$ cat config.mk
export PLATFORM = sky130hd
export DESIGN_NAME = led_pattern_gen_flat
export DESIGN_NICKNAME = d
export VERILOG_FILES = /design/src/rtl/led_pattern_gen_if.sv /design/src/rtl/led_pattern_gen.sv /design/src/flat_wrapper.sv
export SDC_FILE = /design/constraint.sdc
export NUM_CORES = 1
export LEC_CHECK = 0
export ABC_AREA = 1
export CAP_MARGIN = 20
export CORE_UTILIZATION = 65
export CTS_CLUSTER_SIZE = 10
export DETAILED_ROUTE_END_ITERATION = 7
export PLACE_DENSITY = 0.86
export SYNTH_ARGS = -nofsm -noshare
export SYNTH_HDL_FRONTEND = slang
export SYNTH_SLANG_ARGS = --single-unit
$ cat constraint.sdc
create_clock -name clk -period 5.1 [get_ports clk]
set_input_delay 0.51 -clock clk [delete_from_list [all_inputs] [get_ports clk]]
set_output_delay 0.51 -clock clk [all_outputs]
set_load 0.03 [all_outputs]
$ cat src/rtl/led_pattern_gen_if.sv
// Pin-side bundle of led_pattern_gen: button in, LED drive, mode and step pulse out.
// LED_PATTERN_GEN_PWM_DIM_EN adds the 4-bit dim input.
interface led_pattern_gen_if #(
  parameter int LED_N = 8
);
  logic             btnx;
  logic [LED_N-1:0] ledx;
  logic [1:0]       mode;
  logic             tick;
`ifdef LED_PATTERN_GEN_PWM_DIM_EN
  logic [3:0]       dim;

  modport master (input btnx, dim, output ledx, mode, tick);
  modport slave  (output btnx, dim, input ledx, mode, tick);
`else
  modport master (input btnx, output ledx, mode, tick);
  modport slave  (output btnx, input ledx, mode, tick);
`endif
endinterface

$ cat src/rtl/led_pattern_gen.sv
// Four-pattern LED driver (count/scan/blink/gray) with a debounced mode button.
// Optional LED_PATTERN_GEN_PWM_DIM_EN gates the lit LEDs with a 16-step PWM duty.
module led_pattern_gen #(
  parameter int CLK_HZ     = 24_000_000,
  parameter int STEP_HZ    = 1,
  parameter int LED_N      = 8,
  parameter int DEB_CYCLES = 240_000
) (
  input  logic              clk,
  input  logic              rst,
  led_pattern_gen_if.master bus
);
  localparam int DIV = CLK_HZ / STEP_HZ;
  localparam int PW  = (DIV > 2) ? $clog2(DIV) : 1;
  localparam int DW  = (DEB_CYCLES > 2) ? $clog2(DEB_CYCLES) : 1;
  localparam logic [PW-1:0] PRESC_LAST = PW'(DIV - 1);
  localparam logic [DW-1:0] DEB_LAST   = DW'(DEB_CYCLES - 1);

  typedef enum logic [1:0] {COUNT = 2'd0, SCAN = 2'd1, BLINK = 2'd2, GRAY = 2'd3} mode_t;

  mode_t            mode_q, mode_nx;
  logic [PW-1:0]    presc, presc_nx;
  logic [LED_N-1:0] cnt, cnt_nx, pos, pos_nx, pat, ledx_q;
  logic             dir, dir_nx, blink, blink_nx;
  logic             s1, s2, stable, press, tick_w, lit;
  logic [DW-1:0]    deb_cnt;

  assign tick_w = (presc == PRESC_LAST);

  always_ff @(posedge clk or posedge rst)
    if (rst) begin
      s1 <= 1'b1;
      s2 <= 1'b1;
    end else begin
      s1 <= bus.btnx;
      s2 <= s1;
    end

  // Any return to the stable level restarts the stability window, so short glitches vanish.
  always_ff @(posedge clk or posedge rst)
    if (rst) begin
      stable  <= 1'b1;
      deb_cnt <= '0;
    end else if (s2 == stable) begin
      deb_cnt <= '0;
    end else if (deb_cnt == DEB_LAST) begin
      stable  <= s2;
      deb_cnt <= '0;
    end else begin
      deb_cnt <= deb_cnt + 1'b1;
    end

  assign press = (s2 != stable) && (deb_cnt == DEB_LAST) && !s2;

  always_ff @(posedge clk or posedge rst)
    if (rst) begin
      mode_q <= COUNT;
      presc  <= '0;
      cnt    <= '0;
      pos    <= LED_N'(1);
      dir    <= 1'b0;
      blink  <= 1'b0;
    end else begin
      mode_q <= mode_nx;
      presc  <= presc_nx;
      cnt    <= cnt_nx;
      pos    <= pos_nx;
      dir    <= dir_nx;
      blink  <= blink_nx;
    end

  always_comb begin
    mode_nx  = mode_q;
    presc_nx = tick_w ? '0 : presc + 1'b1;
    cnt_nx   = cnt;
    pos_nx   = pos;
    dir_nx   = dir;
    blink_nx = blink;
    // A press restarts the pattern and the step timer; a coincident tick is dropped.
    if (press) begin
      mode_nx  = mode_t'(mode_q + 2'd1);
      presc_nx = '0;
      cnt_nx   = '0;
      pos_nx   = LED_N'(1);
      dir_nx   = 1'b0;
      blink_nx = 1'b0;
    end else if (tick_w) begin
      case (mode_q)
        COUNT, GRAY: cnt_nx = cnt + 1'b1;
        SCAN: begin
          if (!dir) begin
            if (pos[LED_N-1]) begin
              pos_nx = pos >> 1;
              dir_nx = 1'b1;
            end else begin
              pos_nx = pos << 1;
            end
          end else if (pos[0]) begin
            pos_nx = pos << 1;
            dir_nx = 1'b0;
          end else begin
            pos_nx = pos >> 1;
          end
        end
        default: blink_nx = ~blink;
      endcase
    end
  end

  always_comb begin
    pat = cnt;
    case (mode_q)
      COUNT:   pat = cnt;
      SCAN:    pat = pos;
      BLINK:   pat = {LED_N{blink}};
      default: pat = cnt ^ (cnt >> 1);
    endcase
  end

`ifdef LED_PATTERN_GEN_PWM_DIM_EN
  logic [3:0] pwm;

  always_ff @(posedge clk or posedge rst)
    if (rst) pwm <= '0;
    else     pwm <= pwm + 4'd1;

  assign lit = (pwm < bus.dim);
`else
  assign lit = 1'b1;
`endif

  always_ff @(posedge clk or posedge rst)
    if (rst) ledx_q <= '1;
    else     ledx_q <= ~(pat & {LED_N{lit}});

  assign bus.ledx = ledx_q;
  assign bus.mode = mode_q;
  assign bus.tick = tick_w;
endmodule

$ cat src/flat_wrapper.sv
// flat-port wrapper written by rule: the top's interface ports become plain ports
module led_pattern_gen_flat 
#(
  parameter int CLK_HZ     = 24_000_000,
  parameter int STEP_HZ    = 1,
  parameter int LED_N      = 8,
  parameter int DEB_CYCLES = 240_000
)
  (clk, rst, bus_btnx, bus_ledx, bus_mode, bus_tick);
  led_pattern_gen_if #(.LED_N(LED_N)) bus_i ();
  input  logic clk;
  input  logic rst;
  input wire logic [$bits(bus_i.btnx)-1:0] bus_btnx;
  output wire logic [$bits(bus_i.ledx)-1:0] bus_ledx;
  output wire logic [$bits(bus_i.mode)-1:0] bus_mode;
  output wire logic [$bits(bus_i.tick)-1:0] bus_tick;
  assign bus_i.btnx = bus_btnx;
  assign bus_ledx = bus_i.ledx;
  assign bus_mode = bus_i.mode;
  assign bus_tick = bus_i.tick;
  led_pattern_gen #(.CLK_HZ(CLK_HZ), .STEP_HZ(STEP_HZ), .LED_N(LED_N), .DEB_CYCLES(DEB_CYCLES)) u_core (.clk(clk), .rst(rst), .bus(bus_i));
endmodule
# [Word level (Yosys, flattened, before mapping)]
# Cells that the tools add are included.
[word_totals] ff_bits=74 elab_cells=63
[op_classes] addsub=4 n_eq_ne=8 n_mux=23 bitwise_logic=4 n_reduce_logical=13
[op_table] cell="$mux W8" n=9
[op_table] cell="$mux W25" n=2
[op_table] cell="$mux W18" n=2
[op_table] cell="$add A25 B1 Y25 const B" n=1
[op_table] cell="$eq A25 B25 Y1 const B" n=1
[op_table] cell="$pmux W8 S3" n=1
[op_table] cell="$add A18 B1 Y18 const B" n=1
[op_table] cell="$eq A18 B18 Y1 const B" n=1
[op_table] cell="$mux W1" n=9
[op_table] cell="$add A8 B1 Y8 const B" n=1
[op_table] cell="$not A8 Y8" n=1
[op_table] cell="$reduce_and A2 Y1" n=4
[op_table] cell="$xor A8 B7 Y8" n=1
[op_table] cell="$reduce_bool A2 Y1" n=3
[op_table] cell="$eq A2 B2 Y1 const B" n=2
[op_table] cell="$reduce_or A3 Y1" n=1
[op_table] cell="$add A2 B1 Y2 const B" n=1
[op_table] cell="$eq A2 B1 Y1 const B" n=1
[op_table] cell="$logic_and A1 B1 Y1" n=2
[op_table] cell="$logic_not A2 Y1" n=1
[op_table] cell="$ne A2 B1 Y1 const B" n=1
[op_table] cell="$not A1 Y1" n=2
[op_table] cell="$reduce_or A2 Y1" n=1
[op_table] cell="$eq A1 B1 Y1" n=1
[op_table] cell="2 further kinds" n=2

# [Logic depth before layout (Yosys ltp)]
[logic_depth] depth_word=5 depth_mapped=10 mapped_depth_nobuf=10

# [Worst setup path after synthesis]
# Ideal clock, no wire load.
[synth_timing] kind="register -> output" startpoint="reg u_core.presc[0]" endpoint="out bus_tick" arrival_ns=1.275 path_slack_ns=3.315 path_stages_with_launch=8 n_path_buf=0 path_cell_list="dfrtp_1 -> ha_1 -> nand3_2 -> inv_1 -> nand2_1 -> inv_4 -> nand2_2 -> inv_1"
[synth_via] elab_chain_cells=1
[synth_rtl] item="from (decl)" line_no="led_pattern_gen.sv:22" rtl="logic [PW-1:0] presc, presc_nx;"
[synth_rtl] item="from (signal assigned)" line_no="led_pattern_gen.sv:65" rtl="presc <= presc_nx;"
[synth_rtl] item="$eq A25 B25 Y1" line_no="led_pattern_gen.sv:28" rtl="assign tick_w = (presc == PRESC_LAST);"
[synth_rtl] item="to (decl)" line_no="flat_wrapper.sv:16" rtl="output wire logic [$bits(bus_i.tick)-1:0] bus_tick;"
# No other way between the ends.

# [Worst setup path after layout]
# Same ends and word-level chain as after synthesis.

==> flow_metrics.tcl <==
set metrics [dict create \
    status "finished clean" \
    coreArea_sq_um 6390 \
    cts.sinks 74 \
    die-area_sq_um 6950 \
    syn_area_sq_um 4300 \
    worstPathMaxFanout 8 \
    hold_slack_ns 0.364 \
    die_x_um 83.3 \
    fin_skew_ns 0.00618 \
    root_buffer "clkbuf_8" \
    fmax_mhz 357 \
    slew_headroom_pct 59.2 \
    nNetsFinal 599 \
    cts_buffer_depth 2 \
    num_io_pins 14 \
    io_buffers 13 \
    cts_tree "yes" \
    p_sw_uw 236 \
    cts_resized 0 \
    cp-end-kind "primary output" \
    tightest_slew_ns 0.612 \
    syn-num-nets 577 \
    synth_seq_cells 74 \
    p_sw_share_pct 20.4 \
    n_antenna_cell 0 \
    numCtsBuffers 9 \
    hpwl_mm 7.06 \
    synth_enable_flop_cells 0 \
    gp_congestion 0.942 \
    leakagePower_uw 0.00225 \
    yosysUniqueCellTypes 40 \
    max-vdd-ir-drop_uv 165 \
    area_growth_pct 10.4 \
    yosysWarnings 0 \
    synth.avg_cell_area_sq_um 7.67 \
    hold_viol 0 \
    drv_cap 0 \
    detail-route-antenna-nets 0 \
    post_cts_buffers 0 \
    antenna_found_initial 0 \
    fin_crit_ns 2.80 \
    drt-initial-drc-count 285 \
    grt_max_degree 51 \
    fp.dieH_um 83.3 \
    rsz0062_at_grt "no" \
    cp.arrival_ns 2.29 \
    wire_per_inst_um 14.1 \
    required_ns 4.59 \
    htree_levels 3 \
    grt.overflow.total 0 \
    intPower_uw 919 \
    path_clk_slew_ns 0.08 \
    ys_seq_area_share_pct 43.4 \
    clk_latency_ns 0.34 \
    comb_power_share_pct 1.8 \
    routed_via_density 5.56 \
    first_pass_iters 4 \
    first_global_vias 3637 \
    drc 0 \
    start_util_pct 67.3 \
    routed_wl_mm 9.36 \
    p_clk_share_pct 47.0 \
    powerDensity_nw_per_um2 243 \
    pwr-share-seq_pct 51.2 \
    period_share_pct 55.0 \
    reg2reg_slack_ns 3.25 \
    critPathKind "reg2out" \
    setup_viol_count_final 0 \
    vias 3697 \
    tns_ns 0 \
    critPathLaunchType "flip-flop" \
    async_flop_share_pct 100 \
    ys.flop_type "dfrtp_1" \
    grt_usage_pct 28.6 \
    cts_hold_repair.buffers 0 \
    hold_path.class "reg2reg" \
    slew_violations 0 \
    synth_cells 561 \
    grt_pass1_wl_mm 16.0 \
    drive_above_1_share_pct 11.1 \
    num-fill-cells 493 \
    row_count 29 \
]
flip-flops by register name, indices dropped and copies added, names as in the netlist:
| name | cells |
|---|---|
| u_core.bus.mode | 2 |
| u_core.s1 | 1 |
| u_core.blink | 1 |
| u_core.dir | 1 |
| u_core.pos | 8 |
| u_core.cnt | 8 |
| u_core.s2 | 1 |
| u_core.presc | 25 |
| u_core.stable | 1 |
| u_core.deb_cnt | 18 |
| u_core.bus.ledx | 8 |
worst paths after layout:
path | startpoint | endpoint | cells after the start
worst min register to register | u_core.s1$_DFF_PP1_ | u_core.s2$_DFF_PP1_ | 0
worst min-delay path | u_core.s1$_DFF_PP1_ | u_core.s2$_DFF_PP1_ | 0
worst max register to register | u_core.deb_cnt[0]$_DFF_PP0_ | u_core.presc[4]$_DFF_PP0_ | 6
worst max-delay path | u_core.presc[0]$_DFF_PP0_ | bus_tick | 8
max in group asynchronous | rst | u_core.presc[23]$_DFF_PP0_ | 3
min in group asynchronous | rst | u_core.deb_cnt[4]$_DFF_PP0_ | 2
per-layer routing:
metal	global-route usage, %	vias up	share of wire [%]
met5	0	-	0
met4	11.1	0	1.8
met3	4.17	17	5.0
met2	48.0	120	49
met1	37.5	1721	45
li1	-	1839	-
area by class of cell:
type	count	area [sq um]	share of cell area, %
multi-input cells	406	2110	44.5
flip-flops and latches	74	1870	39.3
inverters	78	295	6.22
repair buffers	14	138	2.90
clock buffers	9	124	2.61
clock inverters	7	116	2.45
well taps	77	96.3	2.03
Yosys cell counts, drive strengths merged (3+ instances only):
cell type | instances | share of area, %
o22ai | 10 | 1.5
inv | 76 | 6.7
nand2 | 136 | 12
xor2 | 16 | 3.3
dfrtp | 62 | 36
dfstp | 12 | 7.3
o21ai | 19 | 2.3
nor3 | 23 | 3.3
nand4 | 17 | 3.3
buf | 3 | 0.64
ha | 13 | 3.8
xnor2 | 5 | 1.0
nor2 | 101 | 9.6
a21oi | 10 | 1.2
nand3 | 44 | 5.6
per-stage QoR:
step	setup slack, ns	instances	util (%)	area (sq um)	total power (uW)
finish	2.30	665	74.3	4750	1160
global route	2.12	665	74.3	4750	1190
CTS	2.27	665	74.3	4750	1170
detailed placement	2.67	649	70.6	4510	624
global placement	2.71	649	70.6	4510	624
floorplan	2.73	561	-	4300	617
critical path, cell delays in order, from the launching register on:
cell and delay, ns:
dfrtp_1 0.40, ha_1 0.22, nand3_2 0.14, inv_1 0.08, nand2_1 0.13, inv_4 0.15, nand2_2 0.12, inv_1 0.07
clkdlybuf4s50_1 0.66
cell families (layout without fill, tap and decap cells):
family / Yosys count / after routing / synth area share (%)
XOR/XNOR: 21 / 21 / 4.28
buffers and inverters: 81 / 108 / 7.51
flip-flops: 74 / 74 / 43.4
AO/OA/AOI/OAI: 45 / 45 / 5.97
AND/OR/NAND/NOR: 327 / 327 / 35.1
adder cells (fa/ha/maj): 13 / 13 / 3.78
placed cells by master (no fill, tap or decap), types with 2 or more instances in the layout:
cell type        netlist  layout
and3_1                 2       2
xor2_1                16      16
clkdlybuf4s50_1        0      13
nor3_2                 3       3
clkinv_2               0       2
nand3_1               40      40
xnor2_1                5       5
dfrtp_1               62      62
inv_1                 70      69
dfstp_2               12      12
inv_2                  5       6
clkinv_1               2       2
bufinv_16              0       3
nor3_1                19      19
nor2_2                 8       8
nand3_2                4       4
nor2_4                 2       2
clkbuf_8               0       9
nor3b_1                2       2
nand4_1               14      14
o21ai_1                2       2
a21oi_1               10      10
nand2_2                4       4
o21ai_0               16      16
nand2_1              131     131
ha_1                  13      13
o22ai_1               10      10
nand4_4                2       2
nor2_1                91      91
power groups by stage:
stage	combinational, uW	sequential [uW]	clock (uW)
2_1_floorplan	14.2	603	0
3_3_place_gp	20.9	603	0
3_5_place_dp	21.2	603	0
4_1_cts	21.3	592	554
5_1_grt	24.0	592	577
6_report	20.4	592	543
No activity file was read; power rests on OpenSTA's default activity.
